$ cat src/rtl/sort_pkg.sv
// Shared definitions for the odd-even transposition sort engine:
// FSM state encodings, phase parity constants and the swap counter width.
package sort_pkg;

    typedef enum logic [1:0] {
        ST_IDLE = 2'b00,
        ST_LOAD = 2'b01,
        ST_SORT = 2'b10,
        ST_DISP = 2'b11
    } state_t;

    localparam logic PHASE_EVEN = 1'b0;
    localparam logic PHASE_ODD  = 1'b1;

    localparam int SWAP_CNT_W = 16;

endpackage

$ cat src/rtl/sort_engine_if.sv
// Handshake and data bus of the sort engine. The master side presents the
// unsorted array and the button level; the slave side returns the sorted array.
interface sort_engine_if
    import sort_pkg::*;
#(
    parameter int W = 8,
    parameter int N = 4
);

    logic                  btn;
    logic                  desc;
    logic [N*W-1:0]        din;
    logic [N*W-1:0]        dout;
    logic                  busy;
    logic                  done;
    logic [SWAP_CNT_W-1:0] swap_cnt;

    modport master (
        output btn, desc, din,
        input  dout, busy, done, swap_cnt
    );

    modport slave (
        input  btn, desc, din,
        output dout, busy, done, swap_cnt
    );

endinterface

$ cat src/rtl/sort_cmp_swap.sv
// Combinational compare-exchange cell: lo_out lands in the lower index of the
// pair, hi_out in the upper index. Equal values pass straight through.
module sort_cmp_swap #(
    parameter int W = 8
) (
    input  logic [W-1:0] a,
    input  logic [W-1:0] b,
    input  logic         desc,
    output logic [W-1:0] lo_out,
    output logic [W-1:0] hi_out,
    output logic         swapped
);

    always_comb begin
        swapped = desc ? (a < b) : (a > b);
        lo_out  = swapped ? b : a;
        hi_out  = swapped ? a : b;
    end

endmodule

$ cat src/rtl/sort_engine.sv
// Odd-even transposition sorter: loads N words on a button press, runs one
// compare-exchange phase per clock, exits early once two phases see no swaps.
module sort_engine
    import sort_pkg::*;
#(
    parameter int W = 8,
    parameter int N = 4
) (
    input logic          clk,
    input logic          rst_n,
    sort_engine_if.slave bus
);

    localparam int PH_W  = $clog2(N);
    localparam int CNT_W = $clog2(N/2 + 1);
    localparam int NP    = N - 1;

    state_t                state_q, state_d;
    logic [PH_W-1:0]       phase_q;
    logic                  mode_q;
    logic                  prev_swap_q;
    logic [N*W-1:0]        arr_q, arr_d;
    logic [SWAP_CNT_W-1:0] swap_cnt_q;

    logic [NP*W-1:0]       cell_lo, cell_hi;
    logic [NP-1:0]         cell_sw, pair_act;
    logic [CNT_W-1:0]      n_swaps;
    logic                  any_swap;
    logic                  sort_exit;

    function automatic logic [SWAP_CNT_W-1:0] sat_add(
        input logic [SWAP_CNT_W-1:0] acc,
        input logic [CNT_W-1:0]      inc
    );
        logic [SWAP_CNT_W:0] sum;
        sum = {1'b0, acc} + (SWAP_CNT_W+1)'(inc);
        return sum[SWAP_CNT_W] ? '1 : sum[SWAP_CNT_W-1:0];
    endfunction

    // One cell per adjacent pair; pairs starting at an even index form the
    // even network, the rest the odd network, selected by phase parity.
    genvar i;
    generate
        for (i = 0; i < NP; i++) begin : g_pair
            sort_cmp_swap #(.W(W)) u_cmp (
                .a       (arr_q[i*W +: W]),
                .b       (arr_q[(i+1)*W +: W]),
                .desc    (mode_q),
                .lo_out  (cell_lo[i*W +: W]),
                .hi_out  (cell_hi[i*W +: W]),
                .swapped (cell_sw[i])
            );
            assign pair_act[i] = (phase_q[0] == (((i % 2) == 0) ? PHASE_EVEN : PHASE_ODD));
        end
    endgenerate

    always_comb begin
        arr_d   = arr_q;
        n_swaps = '0;
        for (int k = 0; k < NP; k++) begin
            if (pair_act[k]) begin
                arr_d[k*W +: W]     = cell_lo[k*W +: W];
                arr_d[(k+1)*W +: W] = cell_hi[k*W +: W];
                if (cell_sw[k]) n_swaps = n_swaps + CNT_W'(1);
            end
        end
        any_swap = |(cell_sw & pair_act);
    end

    assign sort_exit = (phase_q == PH_W'(N-1)) ||
                       ((phase_q != '0) && !any_swap && !prev_swap_q);

    always_comb begin
        state_d  = state_q;
        bus.busy = (state_q == ST_LOAD) || (state_q == ST_SORT);
        bus.done = (state_q == ST_DISP);
        case (state_q)
            ST_IDLE: if (bus.btn)   state_d = ST_LOAD;
            ST_LOAD:                state_d = ST_SORT;
            ST_SORT: if (sort_exit) state_d = ST_DISP;
            ST_DISP: if (!bus.btn)  state_d = ST_IDLE;
            default:                state_d = ST_IDLE;
        endcase
    end

    always_ff @(posedge clk or negedge rst_n) begin
        if (!rst_n) begin
            state_q     <= ST_IDLE;
            arr_q       <= '0;
            mode_q      <= 1'b0;
            phase_q     <= '0;
            prev_swap_q <= 1'b0;
            swap_cnt_q  <= '0;
        end else begin
            state_q <= state_d;
            case (state_q)
                ST_LOAD: begin
                    arr_q       <= bus.din;
                    mode_q      <= bus.desc;
                    phase_q     <= '0;
                    prev_swap_q <= 1'b1;
                    swap_cnt_q  <= '0;
                end
                ST_SORT: begin
                    arr_q       <= arr_d;
                    swap_cnt_q  <= sat_add(swap_cnt_q, n_swaps);
                    prev_swap_q <= any_swap;
                    if (!sort_exit) phase_q <= phase_q + PH_W'(1);
                end
                default: ;
            endcase
        end
    end

    assign bus.dout     = arr_q;
    assign bus.swap_cnt = swap_cnt_q;

endmodule

$ cat src/flat_wrapper.sv
// flat-port wrapper written by rule: the top's interface ports become plain ports
module sort_engine_flat import sort_pkg::*;
#(
    parameter int W = 8,
    parameter int N = 4
)
  (clk, rst_n, bus_btn, bus_desc, bus_din, bus_dout, bus_busy, bus_done, bus_swap_cnt);
  sort_engine_if #(.W(W), .N(N)) bus_i ();
  input logic clk;
  input logic rst_n;
  input wire logic [$bits(bus_i.btn)-1:0] bus_btn;
  input wire logic [$bits(bus_i.desc)-1:0] bus_desc;
  input wire logic [$bits(bus_i.din)-1:0] bus_din;
  output wire logic [$bits(bus_i.dout)-1:0] bus_dout;
  output wire logic [$bits(bus_i.busy)-1:0] bus_busy;
  output wire logic [$bits(bus_i.done)-1:0] bus_done;
  output wire logic [$bits(bus_i.swap_cnt)-1:0] bus_swap_cnt;
  assign bus_i.btn = bus_btn;
  assign bus_i.desc = bus_desc;
  assign bus_i.din = bus_din;
  assign bus_dout = bus_i.dout;
  assign bus_busy = bus_i.busy;
  assign bus_done = bus_i.done;
  assign bus_swap_cnt = bus_i.swap_cnt;
  sort_engine #(.W(W), .N(N)) u_core (.clk(clk), .rst_n(rst_n), .bus(bus_i));
endmodule
$ cat config.mk
export PLATFORM = sky130hd
export DESIGN_NAME = sort_engine_flat
export DESIGN_NICKNAME = d
export VERILOG_FILES = /design/src/rtl/sort_pkg.sv /design/src/rtl/sort_engine_if.sv /design/src/rtl/sort_cmp_swap.sv /design/src/rtl/sort_engine.sv /design/src/flat_wrapper.sv
export SDC_FILE = /design/constraint.sdc
export NUM_CORES = 1
export LEC_CHECK = 0
export BUFFER_PORTS_ARGS = -buffer_cell sky130_fd_sc_hd__buf_2
export CAP_MARGIN = 20
export CORE_MARGIN = 2
export CORE_UTILIZATION = 45
export CTS_CLUSTER_DIAMETER = 80
export DETAILED_ROUTE_END_ITERATION = 10
export MAX_ROUTING_LAYER = met4
export PLACE_DENSITY = 0.76
export SLEW_MARGIN = 15
export SYNTH_ARGS = -nofsm -noshare
export SYNTH_HDL_FRONTEND = slang
export SYNTH_SLANG_ARGS = --single-unit
export TNS_END_PERCENT = 1
$ cat constraint.sdc
create_clock -name clk -period 6.8 [get_ports clk]
set_input_delay 0.34 -clock clk [delete_from_list [all_inputs] [get_ports clk]]
set_output_delay 0.34 -clock clk [all_outputs]
set_load 0.01 [all_outputs]
# After elaboration in Yosys (flattened, before gate mapping)
# Cells that the tools add are included.
[totals]
register_bits = 54
latchBits = 0
mem_bits_rw = 0
romBits = 0
in_bits = 36
output_inout_bits = 50
wordCells = 79
memories = 0
[classes]
addsub = 4
n_mul = 0
div_mod_pow = 0
magnitude_cmp = 6
eq_ne = 14
shift = 0
n_mux = 28
bitwise_logic = 2
reduce_logical = 16
[op_table]
columns = ["operator", "count"]
rows = [
  ["16-bit 2-to-1 mux", 4],
  ["32-bit case mux with 2 select lines", 1],
  ["8-bit 2-to-1 mux", 6],
  ["16-bit case mux with 2 select lines", 1],
  ["8-bit > comparator", 3],
  ["8-bit less-than comparator", 3],
  ["16-bit by 2-bit adder with 17-bit output", 1],
  ["2-bit 2-to-1 mux", 8],
  ["3-bit AND reduction", 5],
  ["2-bit inequality test (second input constant)", 6],
  ["2-bit case mux with 4 select lines", 1],
  ["2-bit == test (second input constant)", 3],
  ["3-bit by 2-bit inequality test with 1-bit output (second input constant)", 2],
  ["1-bit 2-to-1 mux", 5],
  ["2-bit by 1-bit adder with 2-bit output (second input constant)", 2],
  ["2-bit case mux with 2 select lines", 1],
  ["2-bit nonzero test", 2],
  ["3-bit bitwise AND", 1],
  ["3-bit inequality test (second input constant)", 1],
  ["3-bit OR reduction", 1],
  ["1-bit by 1-bit adder with 2-bit output (second input constant)", 1],
  ["2-bit by 1-bit == test with 1-bit output (second input constant)", 1],
  ["1-bit logical AND", 2],
  ["1-bit logical NOT", 2],
  ["6 further kinds", 7],
]

# Logic depth before layout (Yosys ltp)
[depth]
word_depth = 13
ltp_mapped = 18
depth_no_buf = 18

# Modules after synthesis
# From an unflattened synthesis, not the netlist that was laid out.
[unflattened]
cells_unflattened = 445
hier_area_um2 = 4416.7
[by_module_without_submodules]
columns = ["mod", "n_inst", "cells_each", "area_each_um2", "seq_area_each_um2"]
rows = [
  ["sort_engine", 1, 295, 2997.9, 1351.3],
  ["sort_cmp_swap", 3, 50, 473.0, 0.0],
]

# Worst setup path before layout
# No wires, ideal clock.
[synth_timing]
path_type = "flip-flop to flip-flop"
from = "reg u_core.arr_q[19] (netlist: u_core.bus.dout[19])"
to = "reg u_core.swap_cnt_q[13] (netlist: u_core.bus.swap_cnt[13])"
setup_ns = 0.077
arrival_ns = 3.328
t_required_ns = 6.723
slack_ns = 3.394
path_stages_with_launch = 14
n_path_buf = 0
period_less_slack_ns = 3.406
path_cell_list = "dfrtp_1 > ha_1 > and4b_1 > a211oi_2 > o21ai_2 > mux2i_4 > or2_2 > nor2_1 > fa_1 > nand2_1 > nor4_4 > nand3_2 > a41o_1 > a21oi_1"
[synth_via]
elab_chain_cells = 10
word_cells_on_any_way = 14
cone_classes = "add/sub (2); order compare (4); mux (8)"
[synth_lines]
columns = ["element", "line", "text"]
rows = [
  ["start, declared", "sort_engine.sv:22", "logic [N*W-1:0] arr_q, arr_d;"],
  ["start signal, assigned", "sort_engine.sv:98", "arr_q <= bus.din;"],
  ["start signal, assigned", "sort_engine.sv:105", "arr_q <= arr_d;"],
  ["8-bit > comparator / 8-bit less-than comparator (equally long branches)", "sort_cmp_swap.sv:15", "swapped = desc ? (a < b) : (a > b);"],
  ["1-bit 2-to-1 mux", "sort_cmp_swap.sv:15", ""],
  ["2-bit 2-to-1 mux", "sort_engine.sv:64", "if (cell_sw[k]) n_swaps = n_swaps + CNT_W'(1);"],
  ["2-bit 2-to-1 mux", "sort_engine.sv:61", "if (pair_act[k]) begin"],
  ["2-bit by 1-bit adder with 2-bit output", "sort_engine.sv:64", ""],
  ["2-bit 2-to-1 mux", "sort_engine.sv:64", ""],
  ["2-bit 2-to-1 mux *", "sort_engine.sv:61", ""],
  ["16-bit by 2-bit adder with 17-bit output *", "sort_engine.sv:36", "sum = {1'b0, acc} + (SWAP_CNT_W+1)'(inc);"],
  ["16-bit 2-to-1 mux *", "sort_engine.sv:37", "return sum[SWAP_CNT_W] ? '1 : sum[SWAP_CNT_W-1:0];"],
  ["16-bit case mux with 2 select lines *", "sort_engine.sv:96", "case (state_q)"],
  ["end signal, assigned", "sort_engine.sv:106", "swap_cnt_q <= sat_add(swap_cnt_q, n_swaps);"],
  ["end, declared", "sort_engine.sv:23", "logic [SWAP_CNT_W-1:0] swap_cnt_q;"],
]
# Mark *: on every way between the ends. The rest lies on a longest branch, timed or not.
# A chain may end at the register's enable or synchronous reset.

# Worst setup path after layout
[layout_timing]
from = "reg u_core.arr_q[19] (netlist: u_core.bus.dout[19])"
to = "reg u_core.swap_cnt_q[3] (netlist: u_core.bus.swap_cnt[3])"
# Same word-level chain as after synthesis.

==> impl_metrics.py <==
metrics = {
    "clock_tree": {
        "numCtsBuffers": 5,
        "cts-root-buf": "clkbuf_8",
        "clock-sinks": 54,
        "cts_htree_levels": 2,
        "cts_max_path_buffers": 2,
        "clk_pin_slew_ns": 0.10,
        "hold_buffers": 0,
        "cts_resized": 0,
        "worstSkewPairLatency_ns": 0.31,
        "cts_tree": "done",
        "cts_setup_buffers": 0,
    },
    "cells_and_area": {
        "n_antenna_cell": 0,
        "layout_common_cells": "85 x buf_2, 54 x dfrtp_1, 42 x nand2_1, 36 x inv_1, 33 x ha_1",
        "area.growth.synth_to_final_pct": 16.8,
        "post-route-util_pct": 54.1,
        "mostFrequentLayoutCell": "buf_2",
        "drive_gt1_share_pct": 25.7,
        "instances_no_fill": 587,
        "nets": 551,
    },
    "grt": {
        "antenna_found_initial": 0,
        "grt_overflow": 0,
        "grt_max_degree": 55,
        "grt_pass1_wl_mm": 16.0,
        "grt_pass1_vias": 3376,
        "grtUsageTotal_pct": 22.6,
    },
    "yosys": {
        "synthCells": 400,
        "syn_nets": 470,
        "synth-edff-count": 0,
        "ys_async_sr_fraction_pct": 100,
        "ys_ff_latch": 54,
        "syn_area_per_cell_um2": 9.47,
        "synth_cell_type_count": 59,
        "synth_ff_type": "dfrtp_1",
        "yosysWarnings": 0,
        "seq_area_frac_synth_pct": 35.7,
        "netlist_area_um2": 3790,
    },
    "floorplan": {
        "dieArea_um2": 9170,
        "die_w_um": 95.8,
        "start_util_pct": 46.4,
        "core-area_um2": 8180,
        "io_pins": 86,
        "fp.dieH_um": 95.8,
        "row_count": 33,
    },
    "timing": {
        "skew_ns": 0.0148,
        "rsz0062_at_grt": "false",
        "final_hold_viol_count": 0,
        "tightest_slew_ns": 0.956,
        "tns_ns": 0,
        "setup_violations": 0,
        "slew_headroom_pct": 36.0,
        "finalCriticalPeriod_ns": 3.80,
        "period_share_pct": 55.9,
        "max_freq_ghz": 0.263,
        "maxSlewViolCount": 0,
    },
    "worst_setup_path": {
        "path_buf_inv": 0,
        "crit_path_max_incr_delay_ns": 0.47,
        "required_ns": 7.04,
        "reg2reg_from": "u_core.bus.dout[19]",
        "cp_top_family": "simple AND/OR/NAND/NOR gates",
        "crit_fanout": 9,
        "critPathLaunchType": "register",
        "cp_cell_sequence": "ha_1 > and4b_1 > a211oi_2 > o21ai_2 > mux2i_4 > or2_2 > nor2_1 > fa_1 > nand2_1 > nor4_4 > nand3_2 > nand3_1 > o21ai_1 > a21oi_1",
        "crit_slowest_cell": "dfrtp_1",
        "worstSetupEndpointType": "register",
        "arrival_ns": 4.03,
        "crit_start": "u_core.bus.dout[19]",
        "criticalPathCategory": "register to register",
    },
    "route": {
        "vias": 3340,
        "first_iter_violations": 114,
        "drtAntennaViolNets": 0,
        "vias_per_cell": 5.69,
        "totalWireLength_mm": 9.84,
        "drc": 0,
        "first_pass_iters": 4,
        "wl_per_cell_um": 16.8,
    },
    "placement": {
        "place_inst": 579,
        "port_buffers": 85,
        "place_hpwl_mm": 7.21,
        "routabilityCongestion": 0.905,
    },
    "outcome": {
        "status": "complete, no violations",
    },
    "power": {
        "power.density_nw_per_um2": 552,
        "irDropWorstVdd_uv": 260,
        "p_leak_uw": 0.00224,
    },
    "job": {
        "cap_violations": 0,
    },
    "worst_hold_path": {
        "hold_class": "input pin to async pin",
    },
}
## logic make-up after synthesis
kind of cell / Yosys count / share of synthesized area, %
AOI/OAI and AO/OA: 126 / 23.5
DFF: 54 / 35.7
muxes: 31 / 9.64
xor gates and xnor gates: 1 / 0.231
buffers and inverters: 51 / 5.08
and+or+nand+nor: 103 / 14.4
adders and majority gates: 34 / 11.4
## cell usage after synthesis, drive strengths merged, types with 4 or more instances
cell,n,area [µm²]
o21ai,32,175
clkbuf,11,41.3
dfrtp,54,1350
ha,33,413
a22o,7,61.3
a221o,8,80.1
o31ai,12,118
mux2i,21,223
and2,8,50.1
nand3,7,40.0
inv,36,135
mux2,10,143
buf,4,16.3
a31oi,5,31.3
o211ai,6,55.1
a21o,11,82.6
nand4,6,37.5
nor2,17,66.3
nand2,43,169
nor3,6,40.0
a21oi,31,170
## final timing paths
kind	depth (start not counted)	endpoint	slack, ns
hold / removal	2	u_core.bus.dout[6]	0.14
setup / recovery	14	u_core.bus.swap_cnt[3]	3.00
min in group clk	2	u_core.mode_q	0.27
hold reg to reg	1	u_core.bus.dout[27]	0.52
setup reg to reg	14	u_core.bus.swap_cnt[3]	3.00
max in group asynchronous	2	u_core.bus.swap_cnt[9]	6.15
## sequential cells by signal, indices dropped and copies added, names as in the netlist
signal	flops
u_core.prev_swap_q	1
u_core.bus.dout	32
u_core.mode_q	1
u_core.bus.swap_cnt	16
u_core.state_q	2
u_core.phase_q	2
## metrics by stage
| step | power [µW] | setup slack, ns | hold slack (ns) | instance area (µm²) |
|---|---|---|---|---|
| 2_1_floorplan | 1800 | 3.39 | 0.0444 | 3790 |
| 3_3_place_gp | 2170 | 3.17 | 0.485 | 4320 |
| 3_5_place_dp | 2240 | 3.00 | 0.499 | 4320 |
| 4_1_cts | 2460 | 2.99 | 0.187 | 4430 |
| 5_1_grt | 2660 | 2.63 | 0.189 | 4430 |
| 6_report | 2440 | 3.00 | 0.142 | 4430 |
## area by class of cell
class	instances	area [µm²]
Tap cell	105	131
Multi-Input combinational cell	295	2250
Clock inverter	1	30.0
Timing Repair Buffer	89	455
Sequential cell	54	1350
Inverter	36	135
Clock buffer	7	76.3
Fill cell	774	3750
## per-layer routing
layer | global-route usage (%) | vias to the layer above | part of all wire, %
met3 | 3.13 | 21 | 5.4
met5 | - | - | 0
li1 | - | 1605 | -
met2 | 39.0 | 106 | 49
met1 | 27.2 | 1608 | 43
met4 | 7.74 | 0 | 2.3
## power breakdown
group	internal, µW	switching (µW)
Sequential	450	156
Combinational	696	924
Clock	111	108
Total	1260	1190
Note: power is estimated with default switching activity, not from simulation.
